## src/rtl/sweep_pkg.sv

```systemverilog
// Shared definitions for the servo max-power sweep controller:
// state codes, the sample comparison slice and a width helper.
package sweep_pkg;

   localparam int STATE_W = 4;

   typedef enum logic [STATE_W-1:0] {
      ST_IDLE    = 4'd0,
      ST_MOVE    = 4'd1,
      ST_SETTLE  = 4'd2,
      ST_REQ     = 4'd3,
      ST_WAIT    = 4'd4,
      ST_CMP     = 4'd5,
      ST_PARK    = 4'd6,
      ST_PSETTLE = 4'd7,
      ST_DONE    = 4'd8
   } state_t;

   // Bits of a sample that take part in comparisons; the low lsb bits are noise.
   function automatic logic [31:0] cmp_slice(input logic [31:0] v, input int lsb);
      return v >> lsb;
   endfunction

   // Ceiling log2, used to size down-counters.
   function automatic int clog2(input longint unsigned n);
      int r;
      r = 0;
      while ((64'd1 << r) < n) r++;
      return r;
   endfunction

endpackage

```

## src/rtl/sweep_controller_settle_timer.sv

```systemverilog
// Settling down-counter shared by the per-position settle and the final park
// settle. A load pulse arms it; expired is high on the last of SETTLE_CYCLES
// cycles following the load.
module settle_timer
   import sweep_pkg::*;
#(
   parameter int SETTLE_CYCLES = 1000000
) (
   input  logic clk,
   input  logic rst_n,
   input  logic load,
   output logic expired
);

   localparam int CNT_W = (clog2(SETTLE_CYCLES) < 1) ? 1 : clog2(SETTLE_CYCLES);
   localparam logic [CNT_W-1:0] LOAD_VAL = CNT_W'(SETTLE_CYCLES - 1);

   logic [CNT_W-1:0] cnt;

   // Count down from SETTLE_CYCLES-1 to zero after each load, then hold.
   always_ff @(posedge clk or negedge rst_n) begin
      if (!rst_n) begin
         cnt <= '0;
      end else if (load) begin
         cnt <= LOAD_VAL;
      end else if (cnt != '0) begin
         cnt <= cnt - CNT_W'(1);
      end
   end

   assign expired = (cnt == '0);

endmodule

```

## src/rtl/sweep_controller.sv

```systemverilog
// Max-power sweep sequencer: steps the servo over POS_MIN..POS_MAX, settles,
// takes one ADC sample per position, tracks the maximum, then parks the servo
// at the best position and reports it.
// Optional build macro SWEEP_ADC_TIMEOUT_EN adds an ADC wait timeout with a
// sticky err flag; without it WAIT blocks until adc_valid and err is tied low.
module sweep_controller
   import sweep_pkg::*;
#(
   parameter int ADC_W          = 10,
   parameter int CMP_LSB        = 4,
   parameter int POS_W          = 8,
   parameter int POS_MIN        = 0,
   parameter int POS_MAX        = 180,
   parameter int SETTLE_CYCLES  = 1000000,
   parameter int TIMEOUT_CYCLES = 4096
) (
   input  logic             clk,
   input  logic             rst_n,
   input  logic             start,
   input  logic [ADC_W-1:0] adc_data,
   input  logic             adc_valid,
   output logic             adc_req,
   output logic [POS_W-1:0] servo_pos,
   output logic [POS_W-1:0] best_pos,
   output logic [ADC_W-1:0] best_val,
   output logic             busy,
   output logic             done,
   output logic             err
);

   localparam logic [POS_W-1:0] P_MIN = POS_W'(POS_MIN);
   localparam logic [POS_W-1:0] P_MAX = POS_W'(POS_MAX);

   state_t           state, next_state;
   logic [POS_W-1:0] cur_pos, run_pos;
   logic [ADC_W-1:0] run_val, sample;
   logic             first_flag;
   logic             settle_load, settle_expired;
   logic             update;
   logic             adc_req_nxt, busy_nxt, done_nxt;
   logic             wait_expired;
   logic             keep_result;

   settle_timer #(
      .SETTLE_CYCLES(SETTLE_CYCLES)
   ) u_settle (
      .clk    (clk),
      .rst_n  (rst_n),
      .load   (settle_load),
      .expired(settle_expired)
   );

`ifdef SWEEP_ADC_TIMEOUT_EN
   localparam int TO_W = (clog2(TIMEOUT_CYCLES) < 1) ? 1 : clog2(TIMEOUT_CYCLES);

   logic [TO_W-1:0] wait_cnt;

   assign wait_expired = (wait_cnt == TO_W'(TIMEOUT_CYCLES - 1));
   assign keep_result  = ~err;

   // Count cycles spent in WAIT; restarts every time WAIT is entered.
   always_ff @(posedge clk or negedge rst_n) begin
      if (!rst_n) begin
         wait_cnt <= '0;
      end else if (state != ST_WAIT) begin
         wait_cnt <= '0;
      end else if (!adc_valid && !wait_expired) begin
         wait_cnt <= wait_cnt + TO_W'(1);
      end
   end

   // Sticky timeout flag: set on an expired ADC wait, cleared by the next accepted start.
   always_ff @(posedge clk or negedge rst_n) begin
      if (!rst_n) begin
         err <= 1'b0;
      end else if (state == ST_IDLE && start) begin
         err <= 1'b0;
      end else if (state == ST_WAIT && !adc_valid && wait_expired) begin
         err <= 1'b1;
      end
   end
`else
   assign wait_expired = 1'b0;
   assign keep_result  = 1'b1;
   assign err          = 1'b0;
`endif

   // State register.
   always_ff @(posedge clk or negedge rst_n) begin
      if (!rst_n) begin
         state <= ST_IDLE;
      end else begin
         // NOTE: sequential state uses non-blocking assignments so every
         // register samples pre-edge values, independent of block order.
         state <= next_state;
      end
   end

   // Next-state logic.
   always_comb begin
      // NOTE: default first so every path assigns next_state and no latch is inferred.
      next_state = state;
      unique case (state)
         ST_IDLE:    if (start) next_state = ST_MOVE;
         ST_MOVE:    next_state = ST_SETTLE;
         ST_SETTLE:  if (settle_expired) next_state = ST_REQ;
         ST_REQ:     next_state = ST_WAIT;
         ST_WAIT: begin
            if (adc_valid)         next_state = ST_CMP;
            else if (wait_expired) next_state = ST_PARK;
         end
         ST_CMP:     next_state = (cur_pos == P_MAX) ? ST_PARK : ST_MOVE;
         ST_PARK:    next_state = ST_PSETTLE;
         ST_PSETTLE: if (settle_expired) next_state = ST_DONE;
         ST_DONE:    next_state = ST_IDLE;
         default:    next_state = ST_IDLE;
      endcase
   end

   // Output decode: timer arming, compare decision and next values of the registered strobes.
   always_comb begin
      settle_load = (state == ST_MOVE) || (state == ST_PARK);
      update      = (state == ST_CMP) &&
                    (!first_flag ||
                     (cmp_slice(32'(sample), CMP_LSB) > cmp_slice(32'(run_val), CMP_LSB)));
      adc_req_nxt = (next_state == ST_REQ);
      busy_nxt    = (next_state != ST_IDLE);
      done_nxt    = (next_state == ST_DONE);
   end

   // Datapath and registered outputs.
   always_ff @(posedge clk or negedge rst_n) begin
      if (!rst_n) begin
         adc_req    <= 1'b0;
         busy       <= 1'b0;
         done       <= 1'b0;
         servo_pos  <= P_MIN;
         best_pos   <= P_MIN;
         best_val   <= '0;
         cur_pos    <= P_MIN;
         run_pos    <= P_MIN;
         run_val    <= '0;
         sample     <= '0;
         first_flag <= 1'b0;
      end else begin
         adc_req <= adc_req_nxt;
         busy    <= busy_nxt;
         done    <= done_nxt;
         unique case (state)
            ST_IDLE: begin
               // A new sweep starts from scratch; nothing of the last run is carried over.
               if (start) begin
                  cur_pos    <= P_MIN;
                  run_pos    <= P_MIN;
                  run_val    <= '0;
                  first_flag <= 1'b0;
               end
            end
            ST_MOVE: servo_pos <= cur_pos;
            ST_WAIT: if (adc_valid) sample <= adc_data;
            ST_CMP: begin
               // Strict greater-than on the masked slice: ties keep the lower position.
               if (update) begin
                  run_val <= sample;
                  run_pos <= cur_pos;
               end
               first_flag <= 1'b1;
               if (cur_pos != P_MAX) cur_pos <= cur_pos + POS_W'(1);
            end
            ST_PARK: servo_pos <= run_pos;
            ST_PSETTLE: begin
               // Result becomes visible together with the done pulse.
               if (settle_expired && keep_result) begin
                  best_pos <= run_pos;
                  best_val <= run_val;
               end
            end
            default: ;
         endcase
      end
   end

endmodule

```

## config.mk

```make
export PLATFORM = sky130hd
export DESIGN_NAME = sweep_controller
export DESIGN_NICKNAME = d
export VERILOG_FILES = /design/src/rtl/sweep_pkg.sv /design/src/rtl/sweep_controller_settle_timer.sv /design/src/rtl/sweep_controller.sv
export SDC_FILE = /design/constraint.sdc
export NUM_CORES = 1
export LEC_CHECK = 0
export ABC_AREA = 1
export CAP_MARGIN = 40
export CORE_ASPECT_RATIO = 0.9
export CORE_UTILIZATION = 50
export DETAILED_ROUTE_END_ITERATION = 16
export PLACE_DENSITY = 0.77
export SLEW_MARGIN = 40
export SYNTH_ARGS = -nofsm -noshare
export SYNTH_HDL_FRONTEND = slang
export SYNTH_SLANG_ARGS = --single-unit
```

## constraint.sdc

```tcl
create_clock -name clk -period 1.7 [get_ports clk]
set_input_delay 0.34 -clock clk [delete_from_list [all_inputs] [get_ports clk]]
set_output_delay 0.34 -clock clk [all_outputs]
set_load 0.02 [all_outputs]
```

# Word-level counts from Yosys, hierarchy flattened
# Cells that the tools add are included.
[word_totals] input_bits=14 wordCells=65 output_inout_bits=30 reg_bits=90
[op_classes] n_eq_ne=14 mux=19 n_addsub=2 n_reduce_logical=16 magnitude_cmp=1
[op_table] op="8-bit case mux with 2 select lines" n=3
[op_table] op="20-bit two-way mux" n=2
[op_table] op="4-bit case mux with 8 select lines" n=1
[op_table] op="8-bit two-way mux" n=3
[op_table] op="20-bit logical NOT" n=1
[op_table] op="10-bit two-way mux" n=2
[op_table] op="10-bit case mux with 2 select lines" n=1
[op_table] op="20-bit nonzero test" n=1
[op_table] op="20-bit by 1-bit subtractor with 20-bit output (second input constant)" n=1
[op_table] op="4-bit by 3-bit == test with 1-bit output (second input constant)" n=4
[op_table] op="4-bit two-way mux" n=4
[op_table] op="4-bit by 2-bit == test with 1-bit output (second input constant)" n=3
[op_table] op="8-bit by 1-bit adder with 8-bit output (second input constant)" n=1
[op_table] op="8-bit == test (second input constant)" n=1
[op_table] op="8-bit != test (second input constant)" n=1
[op_table] op="6-bit > comparator" n=1
[op_table] op="2-bit AND reduction" n=3
[op_table] op="3-bit AND reduction" n=2
[op_table] op="2-bit nonzero test" n=3
[op_table] op="4-bit by 1-bit == test with 1-bit output (second input constant)" n=1
[op_table] op="4-bit == test (second input constant)" n=1
[op_table] op="4-bit logical NOT" n=1
[op_table] op="2-bit != test (second input constant)" n=2
[op_table] op="4-bit nonzero test" n=1
[op_table] op="7 further kinds" n=8

# Depth between registers and ports, before layout
# Gate-level depths: netlist of run 1.
[logic_depth] word_depth=5 mapped_depth=12 mapped_depth_nobuf=11

# Hierarchy
# Synthesis of run 1 repeated with hierarchy kept, for this count alone.
[unflattened] hier_cells=551 area_unflattened_um2=4539.4
[by_module_without_submodules] mod="sweep_controller" instances=1 area_each_um2=3226.8 seq_area_each_um2=1751.7 cells_per_inst=355
[by_module_without_submodules] mod="settle_timer" instances=1 area_each_um2=1312.5 seq_area_each_um2=500.5 cells_per_inst=196

# Least setup slack after synthesis of run 1
# No wires, ideal clock.
[synth_path] path_kind="flip-flop to flip-flop" startpoint="register run_val[5]" endpoint="register run_pos[0]" setup_ns=0.117 n_path_buf=1 t_arrival_ns=1.608 path_stages_with_launch=12 required_time_ns=1.583 period_less_slack_ns=1.725 path_slack_ns=-0.025 path_cell_list="dfrtp_1 inv_1 ha_1 inv_1 nor2_1 o21ai_0 nand2_1 o21ai_0 nand2_4 buf_2 nand3_1 nand2_1"
[synth_between] elab_chain_len=5
[synth_lines] element="start, declared" line_no="sweep_controller.sv:36" rtl="logic [ADC_W-1:0] run_val, sample;"
[synth_lines] element="start signal, assigned" line_no="sweep_controller.sv:164" rtl="run_val <= sample;"
[synth_lines] element="6-bit > comparator" line_no="sweep_controller.sv:125" rtl="(cmp_slice(32'(sample), CMP_LSB) > cmp_slice(32'(run_val), CMP_LSB)));"
[synth_lines] element="1-bit logical OR" line_no="sweep_controller.sv:124" rtl="(!first_flag ||"
[synth_lines] element="1-bit logical AND" line_no="sweep_controller.sv:123" rtl="update = (state == ST_CMP) &&"
[synth_lines] element="2-bit != test (no line)"
[synth_lines] element="3-bit AND reduction (no line)"
[synth_lines] element="end signal, assigned" line_no="sweep_controller.sv:165" rtl="run_pos <= cur_pos;"
[synth_lines] element="end, declared" line_no="sweep_controller.sv:35" rtl="logic [POS_W-1:0] cur_pos, run_pos;"
# Every way passes these cells.
# A chain may end at the register's enable or synchronous reset.

# Worst setup path after layout of run 1
[layout_path] startpoint="register sample[7]" endpoint="register run_pos[5]"
[layout_between] elab_chain_len=5
[layout_lines] element="start, declared" line_no="sweep_controller.sv:36"
[layout_lines] element="start signal, assigned" line_no="sweep_controller.sv:160" rtl="ST_WAIT: if (adc_valid) sample <= adc_data;"
[layout_lines] element="6-bit > comparator" line_no="sweep_controller.sv:125"
[layout_lines] element="1-bit logical OR" line_no="sweep_controller.sv:124"
[layout_lines] element="1-bit logical AND" line_no="sweep_controller.sv:123"
[layout_lines] element="2-bit != test (no line)"
[layout_lines] element="3-bit AND reduction (no line)"
# Every way passes these cells.

==> results of run 1 <==
-- flip-flops by register name (all words and copies together) (netlist names) --
signal,flops
busy,1
run_val,10
best_val,10
best_pos,8
sample,10
state,4
run_pos,8
servo_pos,8
done,1
adc_req,1
cur_pos,8
u_settle.cnt,20
first_flag,1
-- power groups by stage --
stage / Sequential [mW] / Clock [mW] / Combinational (mW)
floorplan: 2.18 / 0 / 0.00392
global placement: 2.18 / 0 / 0.0856
detailed placement: 2.18 / 0 / 0.0879
CTS: 2.14 / 1.44 / 0.0900
global route: 2.14 / 1.53 / 0.0979
finish: 2.14 / 1.42 / 0.0857
-- cell families (layout without fill, tap and decap cells) --
family,Yosys count,after routing,share of synthesized area
AO/OA/AOI/OAI,45,45,0.0564
buffers and inverters,56,144,0.0647
AND/OR/NAND/NOR,284,285,0.295
adder cells (fa/ha/maj),9,9,0.0259
XOR/XNOR,8,8,0.0161
multiplexers,9,9,0.0233
other,1,1,0.000862
flip-flops,90,90,0.518
-- repair_timing --
action / in CTS / in global routing
cloned: 0 / 2
buffers inserted: 2 / 15
hold buffers: 1 / 0
endpoints found under the setup margin: 36 / 62
pin swaps: 0 / 32
hold endpoints to repair: 22 / 0
gates resized for setup: 16 / 72
-- placed cells by master, fill, tap and decap left out, types with 8 or more instances in the layout --
master,synthesis,final
a31oi_1,10,10
a21oi_1,13,12
clkbuf_8,0,10
dlygate4sd2_1,0,14
inv_1,34,29
o21ai_0,14,11
nand2_2,6,20
nand4_1,8,8
dfrtp_1,90,89
mux2_2,9,9
dlymetal6s2s_1,0,12
nor3_1,10,10
nor2_1,52,47
inv_2,6,9
nand2_1,151,134
clkdlybuf4s50_1,0,15
buf_4,2,34
nand3_1,39,26
nand3_2,0,14
-- worst reg2reg max path, cell delays in order (launching register included) --
cell and delay, ns:
dfrtp_1 0.41, ha_1 0.32, nand2_1 0.10, nor2_2 0.05, o21ai_1 0.09, nand2_1 0.09, o21ai_2 0.18, nand2_4 0.12
buf_8 0.16, nand3_1 0.07, nand2_1 0.08
-- path summary, 6_finish.rpt --
| kind | startpoint | to | slack [ns] | cells after the start |
|---|---|---|---|---|
| min in group clk | best_pos[4]$_DFFE_PN0P_ | best_pos[4]$_DFFE_PN0P_ | 0.47 | 2 |
| max in group asynchronous | rst_n | state[1]$_DFF_PN0_ | 0.76 | 3 |
| hold / removal | rst_n | u_settle.cnt[19]$_DFFE_PN0P_ | 0.39 | 2 |
| setup reg to reg | sample[7]$_DFFE_PN0P_ | run_pos[5]$_DFFE_PN0P_ | -0.08 | 10 |
| hold reg to reg | best_pos[4]$_DFFE_PN0P_ | best_pos[4]$_DFFE_PN0P_ | 0.47 | 2 |
| setup / recovery | sample[7]$_DFFE_PN0P_ | run_pos[5]$_DFFE_PN0P_ | -0.08 | 10 |
-- synth_stat cells (6+ instances only) --
cell type / number / area, µm²
ha_1: 9 / 113
nand2_1: 151 / 567
nand3_1: 39 / 195
inv_2: 6 / 22.5
nand4_1: 8 / 50.1
buf_6: 6 / 67.6
nand2_2: 6 / 37.5
a31oi_1: 10 / 62.6
o21ai_0: 14 / 70.1
nor3_1: 10 / 50.1
a21oi_1: 13 / 65.1
inv_1: 34 / 128
dfrtp_1: 90 / 2250
nor2_1: 52 / 195
mux2_2: 9 / 101
-- layer usage --
| metal | GRT usage | wire [µm] | vias to the layer above |
|---|---|---|---|
| li1 | - | - | 1789 |
| met1 | 0.342 | 4920 | 1779 |
| met2 | 0.365 | 5040 | 128 |
| met3 | 0.0666 | 610 | 19 |
| met4 | 0.0616 | 177 | 0 |
| met5 | 0 | 0 | - |
-- through the flow --
stage / setup WS, ns / utilization
6_report: -0.0772 / 0.686
4_1_cts: -0.0256 / 0.638
2_1_floorplan: 0.0322 / -
3_5_place_dp: -0.106 / 0.614
3_3_place_gp: 0.0209 / 0.614
5_1_grt: -0.183 / 0.686
-- layout make-up --
class                      count  share of cell area
tap                          115              0.0255
clock inverter                 6             0.00887
timing repair buffer          86               0.153
clock buffer                  10              0.0244
multi-input combinational    357               0.359
sequential                    90               0.399
inverter                      42              0.0304
==> results.ini, run 1 <==
[run_status]
status=complete, but fails checks
failed_checks=negative setup slack

[logic_synthesis]
yosysWarningCount=0
synth_edf_count=0
async_flop_share=1.00
syn-cell-area_mm2=0.00435
avgSynthCellArea_um2=8.67
ys_types=37
synth-seq-cells=90
ys.flop_type=dfrtp_1
ys_seq_area_frac=0.518
syn_inst=502
syn-num-nets=525

[cells_and_area]
diodes=0
postLayoutCellArea_mm2=0.00564
n_fill_cell=630
areaGrowthSynthToFinish_pct=29.7
drive_gt1_frac=0.244
multi_input_area_mm2=0.00203
final_cells=706
regArea_mm2=0.00225
nNetsFinal=609

[timing]
finalHoldViolations=0
max_freq_ghz=0.563
setup_viol=17
whs_ns=0.395
fin_crit_sh=1.05
drv_slew=0
setup_tns_ns=-0.517
rsz0062_at_grt=true
fin_skew_ns=0.0121
setup_ws_ns=-0.0772
period_minus_slack_ns=1.78

[floorplan]
rows=31
die_x_um=100
dieArea_mm2=0.00908
core_area_mm2=0.00822
start_util=0.529
num_io_pins=44
die_h_um=90.5

[cts]
cts_tree=built
htree_levels=3
cts_buffers=9
clock-root-buffer=clkbuf_8
clock_latency_ns=0.38
clk_path_buf_depth=2
cts.sinks=90
path_clk_slew_ns=0.10

[grt]
grt_pass1_wl_mm=17.2
grtUsageTotal=0.241
grt_overflow=0
grt_max_degree=40
antenna_found_initial=0
first_global_vias=3532

[worst_setup_path]
worst-path-buf-inv=1
critical_path.max_fanout=8
crit_chain=ha_1 -> nand2_1 -> nor2_2 -> o21ai_1 -> nand2_1 -> o21ai_2 -> nand2_4 -> buf_8 -> nand3_1 -> nand2_1
critPathLaunchType=flip-flop
slowest_delay_ns=0.41
cp.arrival_ns=2.04
endpoint_kind=flip-flop
cpLargestDelayFamily=simple AND/OR/NAND/NOR gates
slowest_stage=dfrtp_1
crit_type=flip-flop to flip-flop
required_ns=1.97
cpMostUsedCell=nand2_1

[worst_hold_path]
hp-class=input port to asynchronous set/reset pin

[detailed_routing]
wirelength_mm=10.8
first_pass_iters=5
drcViolationCount=0
dr_total_vias=3715
drt-vias-per-instance=5.26
wire_per_inst_um=15.2
dr.first_iter.drc_count=260
antenna_left=0

[pwr]
internal-power_mw=2.76
powerDensity_mw_per_mm2=647
seq_power_share=0.586
power_frac_comb=0.023
power.share.clock=0.390
leakage_nw=3.02
p_total_mw=3.65
peakVddDrop_mv=0.427
p_switching_uw=888
switching_share=0.243

[place]
dp_cells=670
dp_hpwl_mm=7.23
dpl_cell_area_mm2=0.00504
globalplace.congestion=0.876
io_buffers=42

[job]
cap_violations=0

Note: power is estimated with default switching activity, not from simulation.
==> run 2: changes to the inputs <==
- CELL_PAD_IN_SITES_DETAIL_PLACEMENT: unset -> 0
- CELL_PAD_IN_SITES_GLOBAL_PLACEMENT: unset -> 1
- CORE_UTILIZATION: 50 -> 39
- GPL_TIMING_DRIVEN: unset -> 0
- PLACE_DENSITY: 0.77 -> 0.79
==> run 2 against run 1 <==
Effect of this change:
- the flow now finishes without violations
- wire length down 0.11%
- die area up 28%
- worst hold slack better by 0.059 ns
- non-clock buffer count up 8
- core utilization down 14 points
- critical path type unchanged
- largest power group unchanged
- highest routed layer unchanged
==> results.ini, run 2 (synthesis results as in run 1) <==
[cells_and_area]
final_common_cell=nand2_1
final_cells=753  ; +6.7%
drive_gt1_frac=0.256  ; +0.0126
multi_input_area_mm2=0.00208  ; +2.7%
top_register=u_settle.cnt
areaGrowthSynthToFinish_pct=36.4
nNetsFinal=619  ; +1.6%
regArea_mm2=0.00226  ; +0.11%
n_fill_cell=967  ; +53%
diodes=0  ; unchanged
largest_register_ffs=20  ; unchanged
layout_common_cells=nand2_1 (135), dfrtp_1 (87), nor2_1 (47), buf_4 (37), clkdlybuf4s50_1 (37)
final_util=0.547  ; -0.139

[place]
dp_hpwl_mm=7.20  ; -0.30%
dp_cells=697  ; +4.0%
globalplace.congestion=0.864  ; -1.4%
io_buffers=42  ; unchanged

[cts]
clk_path_buf_depth=2  ; unchanged
clock-root-buffer=clkbuf_16
path_clk_slew_ns=0.07  ; -0.03 ns
clock_latency_ns=0.34  ; -0.04 ns
htree_levels=3  ; unchanged
cts_buffers=9  ; unchanged
cts.sinks=90  ; unchanged
cts_tree=built

[floorplan]
die_h_um=102  ; +13%
die_x_um=113  ; +13%
rows=36  ; +16%
start_util=0.401  ; -0.128
dieArea_mm2=0.0116  ; +28%
core_area_mm2=0.0109  ; +32%
num_io_pins=44  ; unchanged

[detailed_routing]
dr.first_iter.drc_count=228  ; -12%
drt-vias-per-instance=4.86  ; -7.7%
dr_total_vias=3659  ; -1.5%
antenna_left=0  ; unchanged
first_pass_iters=5  ; unchanged
wirelength_mm=10.7  ; -0.11%
drcViolationCount=0  ; unchanged
wire_per_inst_um=14.3  ; -6.3%

[worst_setup_path]
critical_path.max_fanout=5  ; -3
worstReg2RegStart=sample[9]$_DFFE_PN0P_
worstReg2RegEnd=run_val[9]$_DFFE_PN0P_
r2r_cells=11  ; +1
cp.arrival_ns=1.90  ; -0.14 ns
r2r_setup_slack_ns=0.03  ; +0.10 ns
critical_path_depth=11  ; +1
cpMostUsedCell=nand2_1
crit_type=flip-flop to flip-flop
endpoint_kind=flip-flop
crit_chain=ha_4 -> nand2_4 -> nor2_2 -> o21ai_1 -> nand2_1 -> o21ai_2 -> nand2_4 -> buf_12 -> nand2_8 -> nand2_1 -> nand2_1
cpLargestDelayFamily=simple AND/OR/NAND/NOR gates
required_ns=1.93  ; -0.04 ns
crit_path_start=sample[9]$_DFFE_PN0P_
worst-path-buf-inv=1  ; unchanged
critPathLaunchType=flip-flop
critPathCapture=run_val[9]$_DFFE_PN0P_
slowest_delay_ns=0.42  ; about the same
slowest_stage=dfrtp_1

[timing]
rsz0062_at_grt=true
drv_slew=0  ; unchanged
fin_crit_sh=0.984  ; -0.0610
max_freq_ghz=0.598  ; +6.2%
setup_viol=0  ; -17
fin_skew_ns=0.00777  ; -0.00430 ns
period_minus_slack_ns=1.67  ; -0.104 ns
whs_ns=0.454  ; +0.0588 ns
finalHoldViolations=0  ; unchanged

[grt]
grtUsageTotal=0.190  ; -0.0508
first_global_vias=3376  ; -4.4%
grt_max_degree=60  ; +50%
grt_pass1_wl_mm=17.1  ; -0.40%
antenna_found_initial=0  ; unchanged
grt_overflow=0  ; unchanged

[run_status]
status=complete, no violations

[worst_hold_path]
hp-class=input port to asynchronous set/reset pin

[pwr]
powerDensity_mw_per_mm2=726  ; +12%
leakage_nw=2.92  ; -3.3%
peakVddDrop_mv=0.514  ; +20%

[job]
cap_violations=0  ; unchanged

-- run 2: cell types whose count changed in the layout (fill, tap and decap cells not counted), sizes merged, moves of 2 or more --
cell and delta:
clkinv -2, clkdlybuf4s50 +22, dlygate4sd2 -14, nand2 +3, buf +8, dlymetal6s2s -8
-- run 2: layout make-up --
class / instances / share of cell area
Buffer: 12 / 0.0215
Clock buffer: 10 / 0.0403
Clock inverter: 6 / 0.0124
Inverter: 42 / 0.0293
Multi-Input combinational cell: 359 / 0.350
Sequential cell: 90 / 0.380
Tap cell: 152 / 0.0320
Timing Repair Buffer: 82 / 0.134
-- run 2: layer usage --
| metal | wire length [µm] | track usage |
|---|---|---|
| met5 | 0 | 0 |
| met4 | 56 | 0.0395 |
| met3 | 455 | 0.0320 |
| met2 | 4910 | 0.298 |
| met1 | 5310 | 0.279 |
-- run 2: through the flow --
stage	setup TNS (ns)	total power, mW	worst slack, ns	instance area (µm²)
global placement	-289.94	2.26	-3.13	4960
finish	0	4.31	0.0265	5940
CTS	0	4.35	0.00233	5490
global route	-1.10	4.46	-0.0706	5940
detailed placement	-10.02	2.27	-0.323	4990
floorplan	0	2.19	0.0322	4350
-- run 2: power by group --
part,internal (mW),switching [mW]
Combinational,0.0360,0.0496
Clock,1.20,0.886
Sequential,2.14,0
Total,3.37,0.936
-- run 2: worst min-delay path by stage --
stage,start,slack (ns),endpoint,cells past startpoint
global route,rst_n,0.48,u_settle.cnt[14]$_DFFE_PN0P_,2
detailed placement,rst_n,0.25,u_settle.cnt[14]$_DFFE_PN0P_,1
CTS,rst_n,0.46,u_settle.cnt[14]$_DFFE_PN0P_,2
global placement,run_val[5]$_DFFE_PN0P_,0.45,run_val[5]$_DFFE_PN0P_,2
finish,rst_n,0.45,u_settle.cnt[14]$_DFFE_PN0P_,2
floorplan,rst_n,0.04,adc_req$_DFF_PN0_,0
-- run 2: timing repair --
action                     4_1_cts  5_1_grt
gates resized for setup         23       50
hold buffers                     1        0
pin swaps                        6       16
buffers inserted                 8       29
hold endpoints to repair        31        0
setup endpoints to repair       60       43
cloned                           1        3
-- run 2: worst reg2reg max path, stage by stage, from the launching register on --
cell     delay, ns
dfrtp_1       0.42
ha_4          0.30
nand2_4       0.05
nor2_2        0.10
o21ai_1       0.08
nand2_1       0.07
o21ai_2       0.07
nand2_4       0.10
buf_12        0.16
nand2_8       0.08
nand2_1       0.07
nand2_1       0.05
==> run 3: changes to the inputs <==
- CORE_MARGIN: unset -> 2
- PLACE_DENSITY: 0.79 -> 0.81
==> run 3 against run 2 <==
Effect of this change:
- sequential cell count is the same
- worst hold slack gained 0.014 ns
- critical path depth shrank 2
- largest power group unchanged
- critical endpoint is now run_val[6]$_DFFE_PN0P_
- cell area shrank 2.3%
- combinational power shrank 3.2%
- count of clock-buffer cells in the layout grew 3
- first-iteration DRC count grew 9.2%
- the run now ends with negative setup slack left
- setup slack lost 0.042 ns
- clock skew shrank 0.0016 ns
==> results.ini, run 3 (synthesis results as in run 1) <==
[run_status]
status=complete, but fails checks
failed_checks=negative setup slack

[place]
globalplace.congestion=0.908  ; +5.1%
dp_cells=697  ; unchanged
dp_hpwl_mm=7.37  ; +2.3%
io_buffers=42  ; unchanged

[worst_setup_path]
cpMostUsedCell=nand2_1
critPathLaunchType=flip-flop
critPathCapture=run_val[6]$_DFFE_PN0P_
critical_path_depth=9  ; -2
required_ns=1.93  ; about the same
critical_path.max_fanout=7  ; +2
worstReg2RegStart=run_val[9]$_DFFE_PN0P_
crit_type=flip-flop to flip-flop
worst-path-buf-inv=2  ; +1
crit_path_start=run_val[9]$_DFFE_PN0P_
r2r_cells=9  ; -2
cp.arrival_ns=1.94  ; +0.04 ns
worstReg2RegEnd=run_val[6]$_DFFE_PN0P_
endpoint_kind=flip-flop
slowest_stage=dfrtp_1
crit_chain=inv_2 -> ha_4 -> a21oi_1 -> nand2_1 -> o21ai_2 -> nand2_4 -> buf_8 -> nand3_2 -> nand2_1
slowest_delay_ns=0.39  ; -0.03 ns
r2r_setup_slack_ns=-0.02  ; -0.04 ns
cpLargestDelayFamily=flip-flops

[floorplan]
dieArea_mm2=0.0120  ; +3.8%
rows=36  ; unchanged
core_area_mm2=0.0109  ; unchanged
num_io_pins=44  ; unchanged
die_h_um=104  ; +2.0%
die_x_um=115  ; +1.8%
start_util=0.401  ; unchanged

[timing]
drv_slew=0  ; unchanged
rsz0062_at_grt=true
fin_crit_sh=1.01  ; +0.0248
worstMarginPinSlew_ns=0.513
finalHoldViolations=0  ; unchanged
slew_headroom=0.658
fin_skew_ns=0.00620  ; -0.00157 ns
max_freq_ghz=0.583  ; -2.5%
whs_ns=0.468  ; +0.0144 ns
period_minus_slack_ns=1.72  ; +0.0422 ns
setup_ws_ns=-0.0158  ; -0.0422 ns
setup_viol=4  ; +4

[cts]
cts.sinks=90  ; unchanged
clock_latency_ns=0.34  ; about the same
htree_levels=3  ; unchanged
path_clk_slew_ns=0.06  ; about the same
clock-root-buffer=clkbuf_16
cts_tree=built
clk_path_buf_depth=2  ; unchanged
cts_buffers=9  ; unchanged

[cells_and_area]
final_util=0.534  ; -0.0126
final_common_cell=nand2_1
top_register=u_settle.cnt
areaGrowthSynthToFinish_pct=33.3
largest_register_ffs=20  ; unchanged
diodes=0  ; unchanged
nNetsFinal=613  ; -0.97%
layout_common_cells=nand2_1 (144), dfrtp_1 (87), nor2_1 (46), clkdlybuf4s50_1 (38), buf_4 (34)
drive_gt1_frac=0.247  ; -0.00876
final_cells=746  ; -0.93%

[grt]
grt_pass1_wl_mm=17.3  ; +1.4%
grtUsageTotal=0.184  ; -0.00676
grt_overflow=0  ; unchanged
antenna_found_initial=0  ; unchanged
grt_max_degree=55  ; -8.3%
first_global_vias=3436  ; +1.8%

[detailed_routing]
wirelength_mm=10.9  ; +1.9%
dr_total_vias=3673  ; +0.38%
wire_per_inst_um=14.7  ; +2.9%
drcViolationCount=0  ; unchanged
antenna_left=0  ; unchanged
dr.first_iter.drc_count=249  ; +9.2%
drt-vias-per-instance=4.92  ; +1.3%
first_pass_iters=4  ; -1

[worst_hold_path]
hp-class=flip-flop to flip-flop

[pwr]
leakage_nw=2.82  ; -3.5%
powerDensity_mw_per_mm2=703  ; -3.1%
peakVddDrop_mv=0.376  ; -27%
p_total_mw=4.08  ; -5.4%

[job]
cap_violations=0  ; unchanged

## run 3: cell count changes in the layout (fill, tap and decap cells not counted), moves of 3 or more
cell	change
nand3_4	+3
nand2_2	-7
buf_4	-3
nand2_8	-3
nand3_1	-9
nand2_1	+9
dlymetal6s2s_1	-3
nand3_2	+6
## run 3: timing repair
action                     4_1_cts  5_1_grt
buffers inserted                 8       24
hold endpoints to repair        53        0
setup endpoints to repair       61       53
gates resized for setup         24       51
gates cloned                     1        1
hold buffers                     1        0
pin swaps                        8       19
## run 3: worst reg2reg max path, delay by kind of cell, from the launching register on
| kind | cells | cell delay (ns) |
|---|---|---|
| buffers and inverters | 2 | 0.27 |
| DFF | 1 | 0.39 |
| adders and majority gates | 1 | 0.21 |
| and+or+nand+nor | 4 | 0.36 |
| AOI/OAI and AO/OA | 2 | 0.36 |
## run 3: per-layer routing
metal | vias up | part of all wire | GRT usage
li1 | 1808 | - | -
met1 | 1767 | 0.48 | 0.271
met2 | 91 | 0.46 | 0.270
met3 | 7 | 0.052 | 0.0484
met4 | 0 | 0.0097 | 0.0413
met5 | - | 0 | 0
## run 3: layout make-up
| cell class | count | area (µm²) |
|---|---|---|
| inverters | 42 | 174 |
| multi-input cells | 357 | 2070 |
| clock inverters | 2 | 12.5 |
| fillers | 988 | 5050 |
| clock buffers | 13 | 260 |
| plain buffers | 13 | 123 |
| repair buffers | 77 | 711 |
| well taps | 152 | 190 |
| flip-flops and latches | 90 | 2260 |
## run 3: report_power, final
part	internal [mW]	total (mW)	switching (mW)
clock	1.06	1.85	0.794
sequential	2.14	2.14	0
combinational	0.0340	0.0829	0.0489
total	3.24	4.08	0.843
## run 3: stage by stage
step	cell area, µm²	worst slack, ns	TNS, ns
floorplan	4350	0.0322	0
global placement	4960	-3.12	-288.43
detailed placement	4990	-0.281	-8.40
CTS	5400	-0.00974	-0.0442
global route	5800	-0.0539	-0.747
finish	5800	-0.0158	-0.0372
## run 3: worst min-delay path by stage
stage | depth (start not counted) | endpoint | from
detailed placement | 1 | u_settle.cnt[17]$_DFFE_PN0P_ | rst_n
CTS | 2 | best_pos[5]$_DFFE_PN0P_ | best_pos[5]$_DFFE_PN0P_
finish | 2 | best_pos[5]$_DFFE_PN0P_ | best_pos[5]$_DFFE_PN0P_
global route | 2 | best_pos[5]$_DFFE_PN0P_ | best_pos[5]$_DFFE_PN0P_
floorplan | 0 | adc_req$_DFF_PN0_ | rst_n
global placement | 2 | best_pos[2]$_DFFE_PN0P_ | best_pos[2]$_DFFE_PN0P_
